===== src/rtl/tree_node_pkg.sv =====
// tree_node_pkg: shared state/mode types and popcount helper for the tree control node
package tree_node_pkg;
  typedef enum logic [1:0] {IDLE, LAUNCH, WAIT, DONE} state_e;
  typedef enum logic {MODE_PAR, MODE_SEQ} mode_e;
  function automatic logic [5:0] popcount(input logic [31:0] v);
    logic [5:0] c;
    c = '0;
    for (int i = 0; i < 32; i++) c += {5'd0, v[i]};
    return c;
  endfunction
endpackage


===== src/rtl/tree_node_next_idx.sv =====
// tree_node_next_idx: lowest-set-bit finder selecting the next child to launch
module tree_node_next_idx #(
  parameter int N  = 5,
  parameter int IW = (N > 1) ? $clog2(N) : 1
) (
  input  logic [N-1:0]  i_vec,
  output logic [IW-1:0] o_idx,
  output logic          o_valid
);
  // scan from the top so the lowest set bit is the last one written
  always_comb begin
    o_idx = '0;
    for (int i = N - 1; i >= 0; i--) if (i_vec[i]) o_idx = IW'(i);
  end
  assign o_valid = |i_vec;
endmodule


===== src/rtl/tree_node_seq.sv =====
// tree_node_seq: launches masked children in parallel or one at a time and reports aggregated done/timeout
module tree_node_seq
  import tree_node_pkg::*;
#(
  parameter int N_CHILD     = 5,
  parameter int TIMEOUT_CYC = 256,
  localparam int CNT_W      = $clog2(N_CHILD + 1)
) (
  input  logic               clk,
  input  logic               rst_n,
  input  logic               start_i,
  input  logic               mode_i,
  input  logic [N_CHILD-1:0] child_mask_i,
  output logic [N_CHILD-1:0] child_start_o,
  input  logic [N_CHILD-1:0] child_done_i,
  output logic               busy_o,
  output logic               done_o,
  output logic               err_o,
  output logic [CNT_W-1:0]   done_cnt_o
);
  localparam int IDX_W = (N_CHILD > 1) ? $clog2(N_CHILD) : 1;
  localparam int TO_W  = $clog2(TIMEOUT_CYC);
  state_e             r_st, w_st_nx;
  mode_e              r_mode, w_mode_nx;
  logic [N_CHILD-1:0] r_mask, w_mask_nx;
  logic [N_CHILD-1:0] r_rem, w_rem_nx;
  logic [N_CHILD-1:0] r_sticky, w_sticky_nx;
  logic [CNT_W-1:0]   r_cnt, w_cnt_nx;
  logic               r_err, w_err_nx;
  logic [TO_W-1:0]    r_to, w_to_nx;
  logic [IDX_W-1:0]   w_idx;
  logic               w_valid;
  logic [N_CHILD-1:0] w_onehot;
  logic               w_fin;
  tree_node_next_idx #(.N(N_CHILD), .IW(IDX_W)) u_next_idx (
    .i_vec  (r_rem),
    .o_idx  (w_idx),
    .o_valid(w_valid)
  );
  assign w_onehot      = N_CHILD'(1) << w_idx;
  assign busy_o        = (r_st == LAUNCH) || (r_st == WAIT);
  assign done_o        = (r_st == DONE);
  assign err_o         = r_err;
  assign done_cnt_o    = r_cnt;
  assign child_start_o = (r_st == LAUNCH) ? ((r_mode == MODE_SEQ) ? w_onehot : r_mask) : '0;
  // next-state and datapath update; completion of a wait takes priority over timeout
  always_comb begin
    w_st_nx     = r_st;
    w_mode_nx   = r_mode;
    w_mask_nx   = r_mask;
    w_rem_nx    = r_rem;
    w_sticky_nx = r_sticky;
    w_cnt_nx    = r_cnt;
    w_err_nx    = r_err;
    w_to_nx     = r_to;
    w_fin       = 1'b0;
    case (r_st)
      IDLE: if (start_i) begin
        w_mode_nx   = mode_e'(mode_i);
        w_mask_nx   = child_mask_i;
        w_rem_nx    = child_mask_i;
        w_sticky_nx = '0;
        w_cnt_nx    = '0;
        w_err_nx    = 1'b0;
        w_st_nx     = (|child_mask_i) ? LAUNCH : DONE;
      end
      LAUNCH: begin
        w_to_nx = '0;
        w_st_nx = WAIT;
      end
      WAIT: begin
        w_to_nx = r_to + 1'b1;
        if (r_mode == MODE_PAR) begin
          w_sticky_nx = r_sticky | (child_done_i & r_mask);
          w_cnt_nx    = CNT_W'(popcount(32'(w_sticky_nx)));
          w_fin       = (w_sticky_nx == r_mask);
          if (w_fin) w_st_nx = DONE;
        end else if (w_valid && child_done_i[w_idx]) begin
          w_fin    = 1'b1;
          w_cnt_nx = r_cnt + 1'b1;
          w_rem_nx = r_rem & ~w_onehot;
          w_st_nx  = (|w_rem_nx) ? LAUNCH : DONE;
        end
        if (!w_fin && r_to == TO_W'(TIMEOUT_CYC - 1)) begin
          w_err_nx = 1'b1;
          w_st_nx  = DONE;
        end
      end
      default: w_st_nx = IDLE;
    endcase
  end
  // state and datapath registers
  always_ff @(posedge clk or negedge rst_n) begin
    if (!rst_n) begin
      r_st     <= IDLE;
      r_mode   <= MODE_PAR;
      r_mask   <= '0;
      r_rem    <= '0;
      r_sticky <= '0;
      r_cnt    <= '0;
      r_err    <= 1'b0;
      r_to     <= '0;
    end else begin
      r_st     <= w_st_nx;
      r_mode   <= w_mode_nx;
      r_mask   <= w_mask_nx;
      r_rem    <= w_rem_nx;
      r_sticky <= w_sticky_nx;
      r_cnt    <= w_cnt_nx;
      r_err    <= w_err_nx;
      r_to     <= w_to_nx;
    end
  end
endmodule


===== config.mk =====
export PLATFORM = sky130hd
export DESIGN_NAME = tree_node_seq
export DESIGN_NICKNAME = d
export VERILOG_FILES = /design/src/rtl/tree_node_pkg.sv /design/src/rtl/tree_node_next_idx.sv /design/src/rtl/tree_node_seq.sv
export SDC_FILE = /design/constraint.sdc
export NUM_CORES = 1
export LEC_CHECK = 0
export ABC_AREA = 1
export BUFFER_PORTS_ARGS = -buffer_cell sky130_fd_sc_hd__buf_2
export CAP_MARGIN = 10
export CELL_PAD_IN_SITES_DETAIL_PLACEMENT = 1
export CELL_PAD_IN_SITES_GLOBAL_PLACEMENT = 1
export CORE_AREA = 2 2 69 71
export DETAILED_ROUTE_END_ITERATION = 12
export DIE_AREA = 0 0 71 73
export PLACE_DENSITY_LB_ADDON = 0.1
export SLEW_MARGIN = 10
export SYNTH_ARGS = -nofsm -noshare
export SYNTH_HDL_FRONTEND = slang
export SYNTH_SLANG_ARGS = --single-unit
export TNS_END_PERCENT = 100

===== constraint.sdc =====
create_clock -name clk -period 3.2 [get_ports clk]
set_input_delay 0.48 -clock clk [delete_from_list [all_inputs] [get_ports clk]]
set_output_delay 0.48 -clock clk [all_outputs]
set_load 0.05 [all_outputs]

* Word-level counts from Yosys, hierarchy flattened
Cells that the tools add are included.
Operators by class: $add $sub $neg 6, $lt $le $gt $ge 1, equality and inequality tests 13, shifts and indexed selects 1, muxes and demuxes 35, bitwise gates (word level) 4, reduce and logical (&&, ||, !) cells 16
Operators with widths (number):
- two-way mux 5 bit | 7
- two-way mux 3 bit | 8
- one-hot mux 5 bit (2 select lines) | 2
- one-hot mux 8 bit (2 select lines) | 1
- OR reduction 5 bit | 3
- two-way mux 2 bit | 7
- AND reduction 3 bit | 4
- AND 5 bit | 2
- adder 8 x 1 -> 8 bit, second input constant | 1
- equality test 8 bit, second input constant | 1
- != test 4 x 2 -> 1 bit, second input constant | 2
- adder 3 x 1 -> 3 bit | 2
- two-way mux 1 bit | 6
- != test 2 bit, second input constant | 3
- one-hot mux 2 bit (3 select lines) | 1
- one-hot mux 3 bit (2 select lines) | 1
- equality test 5 bit | 1
- inverter 5 bit | 1
- bitwise OR 5 bit | 1
- << shifter 1 x 3 -> 5 bit, first input constant | 1
- equality test 2 bit, second input constant | 2
- less-than comparator 3 x 4 -> 1 bit, second input constant | 1
- != test 2 x 1 -> 1 bit, second input constant | 2
- AND reduction 4 bit | 1
- 13 further kinds | 15
Storage, ports and cells: register bits 30, input port bits 14, output and inout port bits 11, logic and storage cells 84

* Depth between registers and ports, before layout
Gate-level depths: netlist of the first run.
depth after elaboration 15, gate-level depth with buffers 14, mapped depth without buffers 14

* By module
A second synthesis of the first run with hierarchy kept.
Second synthesis, totals: cells, all modules 256, area, all modules 1898.1 µm²
By module, submodules not included:
- tree_node_seq | times used 1, cells each 245, area an instance 1850.5 µm², seq. area each 750.7 µm²
- tree_node_next_idx | times used 1, cells each 11, area an instance 47.5 µm², seq. area each 0.0 µm²

* Worst setup path after synthesis of the first run
Ideal clock, no wire load.
path type register to output, start reg r_rem[1], end out child_start_o[3], data arrival time 2031 ps, required time 2720 ps, path slack 689 ps, cell stages (with the launch flop) 6, cells stage by stage dfrtp_1 nor2_4 o21ai_1 nor2_1 nor2_1 a211oi_1
Between the ends: longest elaborated chain between the ends 5
RTL lines:
- from (decl) | line tree_node_seq.sv:26 | logic [N_CHILD-1:0] r_rem, w_rem_nx;
- from (signal assigned) | line tree_node_seq.sv:107 | r_rem <= w_rem_nx;
- two-way mux 3 bit (2 in series) | line tree_node_next_idx.sv:13 | for (int i = N - 1; i >= 0; i--) if (i_vec[i]) o_idx = IW'(i);
- << shifter 1 x 3 -> 5 bit | line tree_node_seq.sv:40 | assign w_onehot = N_CHILD'(1) << w_idx;
- two-way mux 5 bit (2 in series) | line tree_node_seq.sv:45 | assign child_start_o = (r_st == LAUNCH) ? ((r_mode == MODE_SEQ) ? w_onehot : r_mask) : '0;
- to (decl) | line tree_node_seq.sv:14 | output logic [N_CHILD-1:0] child_start_o,
Every way passes these cells.

* Worst setup path after layout of the first run
Same ends and word-level chain as after synthesis.

==> run summary, run 1 <==
status: completed
register area share after synthesis: 0.3868
first-pass GRT wire length: 8990 µm
DRC: 0
grt ovf: 0
CTS Hold Buffers Added: 0
setup ws final: 0.9269 ns
minimum clock period: 2.273 ns
final setup TNS: 0 ns
I/O Buffers: 24
via count: 1730
slew margin rel.: 0.5418
Clock Latency Late Sink: 0.28 ns
Non-Filler Instances: 337
max-slew violation count: 0
GRT Resource Usage Total: 0.2217
antenna cells: 0
P_leak: 0.001108 µW
share of the synthesized area in the top cell type: 0.3868
Routed Antenna Nets: 0
I/O pin total: 25
vias in the first global route: 1886
required time of the worst setup path: 2.72 ns
post-synth top area cell: dfrtp_1
Area contributors post-synth: dfrtp_1 (39%), nand2_1 (9.3%), inv_1 (6.6%)
CTS resizes: 0
RSZ-0062 raised after global routing: no
dpl ws: 0.8270 ns
# Post-CTS Setup Buffers: 0
fillers: 606
WS Path Type: flip-flop to output pin
Detailed Route Iter0 Violations: 71
Clock transition at path regs: 0.06 ns
Post-synth ARST share: 1.000
crit path DAT: 1.79 ns
CTS tree: built
Final Hold Viols: 0
most common cell in the netlist: nand2_1
detailed-route wire length: 4957 µm
pwr/cell area: 1081 mW/mm²
H-tree levels: 2
fin crit share: 0.7103
P&R area growth vs syn: 12.25%
DP HPWL: 3857 µm
die width: 71 µm
Final Util: 0.4803
vias per cell: 5.134
clock buffer depth: 2
# nets final: 306
core area: 0.004536 mm²
Syn Nets: 278
die height: 73 µm
starting density of the core: 0.4279
HP Class: primary input to async pin
maxcap violations: 0
placed cell count: 330
largest net degree at the start of global routing: 31
share of cells above drive strength 1: 0.1802
Routability Congestion: 0.7934
# setup viols final: 0
DRT Pass-1 Iters: 4
Num CTS Buffers: 5
synthesized area: 0.001941 mm²
Main synth FF type: dfrtp_1
Startpoint Class: flip-flop
Worst Tran Pin Value: 0.6873 ns
Synth Register Bits: 30
post-synth cell types: 34
Peak VDD IR: 510.7 µV
CP Capture Type: output pin
clk root buf: clkbuf_8
top cells by count, synth: nand2_1 (48), inv_1 (34), dfrtp_1 (30)
Yosys warning count: 0
CTS sink count: 30
final setup skew: 0.007777 ns
Crit Path Max Fanout: 5
row count: 25
Mapped Cells: 255
die area: 0.005183 mm²
Synth Area per Inst: 7.610 µm²
Peak Freq: 439.9 MHz
DR WL/cell: 14.71 µm
EDFF count, synth: 0
initial antenna violation count: 0
==> per-stage QoR <==
| stage | hold WS (ns) | area, µm² | total power [µW] |
|---|---|---|---|
| 2_1_floorplan | 0.1844 | 1941 | 1756 |
| 3_3_place_gp | 0.4522 | 2102 | 2058 |
| 3_5_place_dp | 0.4704 | 2102 | 2085 |
| 4_1_cts | 0.2644 | 2178 | 2386 |
| 5_1_grt | 0.3016 | 2178 | 2600 |
| 6_report | 0.2377 | 2178 | 2354 |
==> kinds of logic after synthesis <==
logic type / after synthesis / synth area share
buffers and inverters: 42 / 0.09348
AND/OR/NAND/NOR: 117 / 0.2830
XOR/XNOR: 1 / 0.004514
adder cells (fa/ha/maj): 9 / 0.06576
AO/OA/AOI/OAI: 56 / 0.1663
flip-flops: 30 / 0.3868
==> path summary, 6_finish.rpt <==
kind,start,to,slack [ns],depth (start not counted)
min reg2reg,err_o,err_o,0.47,2
min in group clk,mode_i,r_mode,0.46,3
max in group asynchronous,rst_n,r_to[3],2.51,1
max reg2reg,r_sticky[1],done_cnt_o[1],1.05,7
min,rst_n,r_rem[1],0.24,1
max,r_rem[1],child_start_o[3],0.93,6
==> power breakdown <==
part | internal [µW] | switching [µW] | total (µW)
combinational | 415 | 998 | 1410
sequential | 510 | 145 | 654
clock | 149 | 138 | 287
==> cell type report <==
class / count / area, µm² / share of cell area
Timing Repair Buffer: 25 / 127.6 / 0.05859
Clock buffer: 7 / 76.32 / 0.03504
Sequential cell: 30 / 750.7 / 0.3446
Tap cell: 54 / 67.56 / 0.03102
Inverter: 38 / 147.6 / 0.06778
Multi-Input combinational cell: 183 / 1008 / 0.4630
==> sequential cells by signal, indices dropped and copies added, names as in the netlist <==
register and count:
r_to 8, err_o 1, r_mode 1, done_cnt_o 3, r_rem 5, r_mask 5, r_st 2, r_sticky 5
==> cell usage in the layout (no fill, tap or decap), types with 3 or more instances in the layout <==
cell,netlist,routed
nand2_1,48,48
nor3_1,5,5
buf_2,1,24
o21ai_1,5,5
clkbuf_8,1,5
nand2_2,5,5
a31oi_1,3,3
dfrtp_1,30,30
nand2_4,3,3
nor2_1,29,29
inv_2,3,3
a21oi_1,22,22
nand3_1,15,15
nand3_2,3,3
o21ai_0,17,17
ha_1,7,7
inv_1,34,34
==> routing by layer <==
metal | track usage | part of all wire
met1 | 0.2851 | 0.46
met2 | 0.3801 | 0.49
met3 | 0.04282 | 0.028
met4 | 0.06709 | 0.015
met5 | 0 | 0
==> worst max-delay path, stage by stage, from the launching register on <==
cell and delay, ns:
dfrtp_1 0.47, nor2_4 0.20, o21ai_1 0.15, nor2_1 0.18, nor2_1 0.06, a211oi_1 0.16, buf_2 0.30
No activity file was read; power rests on OpenSTA's default activity.
==> run 2, diff against run 1 <==
- CORE_AREA: 2 2 69 71 -> 2 2 71 73
- DIE_AREA: 0 0 71 73 -> 0 0 73 75
- clock period: 3.2 -> 2.34 ns (I/O delays scaled with it)
==> run 2 against run 1 <==
- final area is 3.3% higher
- cell count rose by 0.30%
- sequential power grew 36%
- utilization is 0.24 points higher
- combinational power up 41%
- routed wire length increased by 4.9%
- clock-buffer cell count decreased by 1
- register-to-register slack got worse by 0.90 ns
- die area is 5.6% higher
- power rose by 50%
- clock skew about the same
- critical path type is now flip-flop to flip-flop
- setup slack got worse by 0.77 ns
==> run summary, run 2 (synthesis gave the netlist of run 1 again) <==
detailed-route wire length: 5198 µm (+4.9%)
flop2flop setup slack: 0.15 ns (-0.90 ns)
Clock transition at path regs: 0.07 ns (about the same)
grt ovf: 0 (unchanged)
reg2reg start: r_mask[3]
Multi-input gate area: 0.001013 mm² (+0.50%)
via count: 1778 (+2.8%)
CTS tree: built
Startpoint Class: flip-flop
FF+latch area: 750.7 µm² (unchanged)
Net Switching: 1811 µW (+41%)
Worst Tran Pin Value: 0.7007 ns (+0.01343 ns)
crit path DAT: 2.40 ns (+0.61 ns)
share of cells above drive strength 1: 0.1937 (+0.01345)
I/O Buffers: 24 (unchanged)
Routability Congestion: 0.8230 (+3.7%)
fin crit share: 0.9343
P&R area growth vs syn: 15.93%
Detailed Route Iter0 Violations: 83 (+17%)
dpl ws: 0.03532 ns (-0.7917 ns)
worst reg2reg path endpoint: done_cnt_o[1]
Crit Path Max Fanout: 4 (-1)
Critical Path Stages: 7 (+1)
DR WL/cell: 15.38 µm (+4.6%)
internal power consumption: 1726 µW (+61%)
minimum clock period: 2.186 ns
crit-path max cell delay: 0.48 ns (about the same)
GRT Resource Usage Total: 0.2144 (-0.007294)
# setup viols final: 0 (unchanged)
CP Capture Type: flip-flop
status: completed
die width: 73 µm (+2.8%)
initial antenna violation count: 0 (unchanged)
fillers: 604 (-0.33%)
most common cell after layout, fill and taps aside: nand2_1
final setup skew: 0.007581 ns (-0.0001961 ns)
vias in the first global route: 1839 (-2.5%)
I/O pin total: 25 (unchanged)
vias per cell: 5.260 (+2.5%)
slew margin rel.: 0.5329 (-0.008950)
clk root buf: clkbuf_8
Clock power frac: 0.188 (+0.066)
clock buffer depth: 2 (unchanged)
antenna cells: 0 (unchanged)
die height: 75 µm (+2.7%)
cell family with most CP delay: adder cells
Peak VDD IR: 836.6 µV (+64%)
P_leak: 0.001141 µW (+3.1%)
max-slew violation count: 0 (unchanged)
CTS resizes: 0 (unchanged)
sequential share of power: 0.251 (-0.027)
CP cell instances: a21oi_1 -> inv_1 -> fa_1 -> fa_1 -> ha_1 -> nand2_1 -> a31oi_1
slowest cell on the critical path: fa_1
commonest non-fill, non-tap cells in the layout: nand2_1 (48), inv_1 (34), dfrtp_1 (30)
die area: 0.005475 mm² (+5.6%)
CTS sink count: 30 (unchanged)
# nets final: 306 (unchanged)
starting density of the core: 0.4164 (-0.01149)
# Post-CTS Setup Buffers: 0 (unchanged)
WS Path Type: flip-flop to flip-flop
Final Hold Viols: 0 (unchanged)
RSZ-0062 raised after global routing: no
row count: 25 (unchanged)
maxcap violations: 0 (unchanged)
required time of the worst setup path: 2.55 ns (-0.17 ns)
DP HPWL: 4012 µm (+4.0%)
core area: 0.004661 mm² (+2.8%)
pwr/cell area: 1572 mW/mm² (+45%)
largest net degree at the start of global routing: 31 (unchanged)
setup ws final: 0.1537 ns (-0.7732 ns)
CTS Hold Buffers Added: 0 (unchanged)
H-tree levels: 2 (unchanged)
Routed Antenna Nets: 0 (unchanged)
DRC: 0 (unchanged)
first-pass GRT wire length: 8763 µm (-2.5%)
combinational share of power: 0.562 (-0.038)
DRT Pass-1 Iters: 4 (unchanged)
reg2reg path depth: 7 (unchanged)
Clock Latency Late Sink: 0.29 ns (about the same)
max FFs per register: 8 (unchanged)
Switching Fraction: 0.5121 (-0.03184)
CP most frequent cell: fa_1
crit path from: r_mask[3]
Num CTS Buffers: 5 (unchanged)
Peak Freq: 457.4 MHz
largest reg by FF count: r_to
final setup TNS: 0 ns (unchanged)
HP Class: primary input to async pin
CP bufs+invs: 1 (unchanged)
==> run 2: cell count changes in the layout (fill, tap and decap cells not counted) <==
cell	change
clkbuf_8	+1
bufinv_16	+2
a211oi_1	-1
clkbuf_1	-2
a211oi_2	+1
==> run 2: worst max-delay path by stage <==
| stage | slack [ns] | to |
|---|---|---|
| 2_1_floorplan | 0.07 | child_start_o[1] |
| 3_3_place_gp | 0.13 | done_cnt_o[1] |
| 3_5_place_dp | 0.04 | done_cnt_o[1] |
| 4_1_cts | 0.14 | done_cnt_o[1] |
| 5_1_grt | 0.0009 | done_cnt_o[1] |
| 6_report | 0.15 | done_cnt_o[1] |
==> run 2: worst reg2reg max path, stage by stage, from the launching register on <==
cell	delay, ns
dfrtp_1	0.41
a21oi_1	0.18
inv_1	0.10
fa_1	0.48
fa_1	0.43
ha_1	0.28
nand2_1	0.05
a31oi_1	0.17
==> run 2: layout make-up <==
| type | instances | area share |
|---|---|---|
| clock buffer | 6 | 0.03671 |
| timing repair buffer | 25 | 0.05673 |
| tap | 54 | 0.03003 |
| sequential | 30 | 0.3337 |
| clock inverter | 2 | 0.02670 |
| multi-input combinational | 183 | 0.4505 |
| inverter | 38 | 0.06563 |
==> run 2: routing by layer <==
layer	GRT usage	vias to the layer above	routed length [µm]
met1	0.2766	858	2504
met4	0.06173	0	73
met5	0	-	0
met3	0.04150	8	118
met2	0.3674	21	2502
li1	-	891	-
==> run 2: power by group through the flow <==
stage	clock [µW]	combinational, µW	sequential (µW)
after floorplan	0	1470	939
after global placement	0	1950	887
after detailed placement	0	2000	894
after CTS	680	2010	887
after global routing	702	2220	918
final	664	1990	887
==> run 2: stage by stage <==
step                total power (µW)  area [µm²]  hold slack, ns  utilization  instances
global route                    3836        2250          0.1702       0.4827        338
detailed placement              2892        2107          0.4554       0.4521        330
finish                          3537        2250          0.1100       0.4827        338
CTS                             3577        2250          0.1483       0.4827        338
floorplan                       2409        1946         0.05541            -        255
global placement                2833        2107          0.4517       0.4521        330
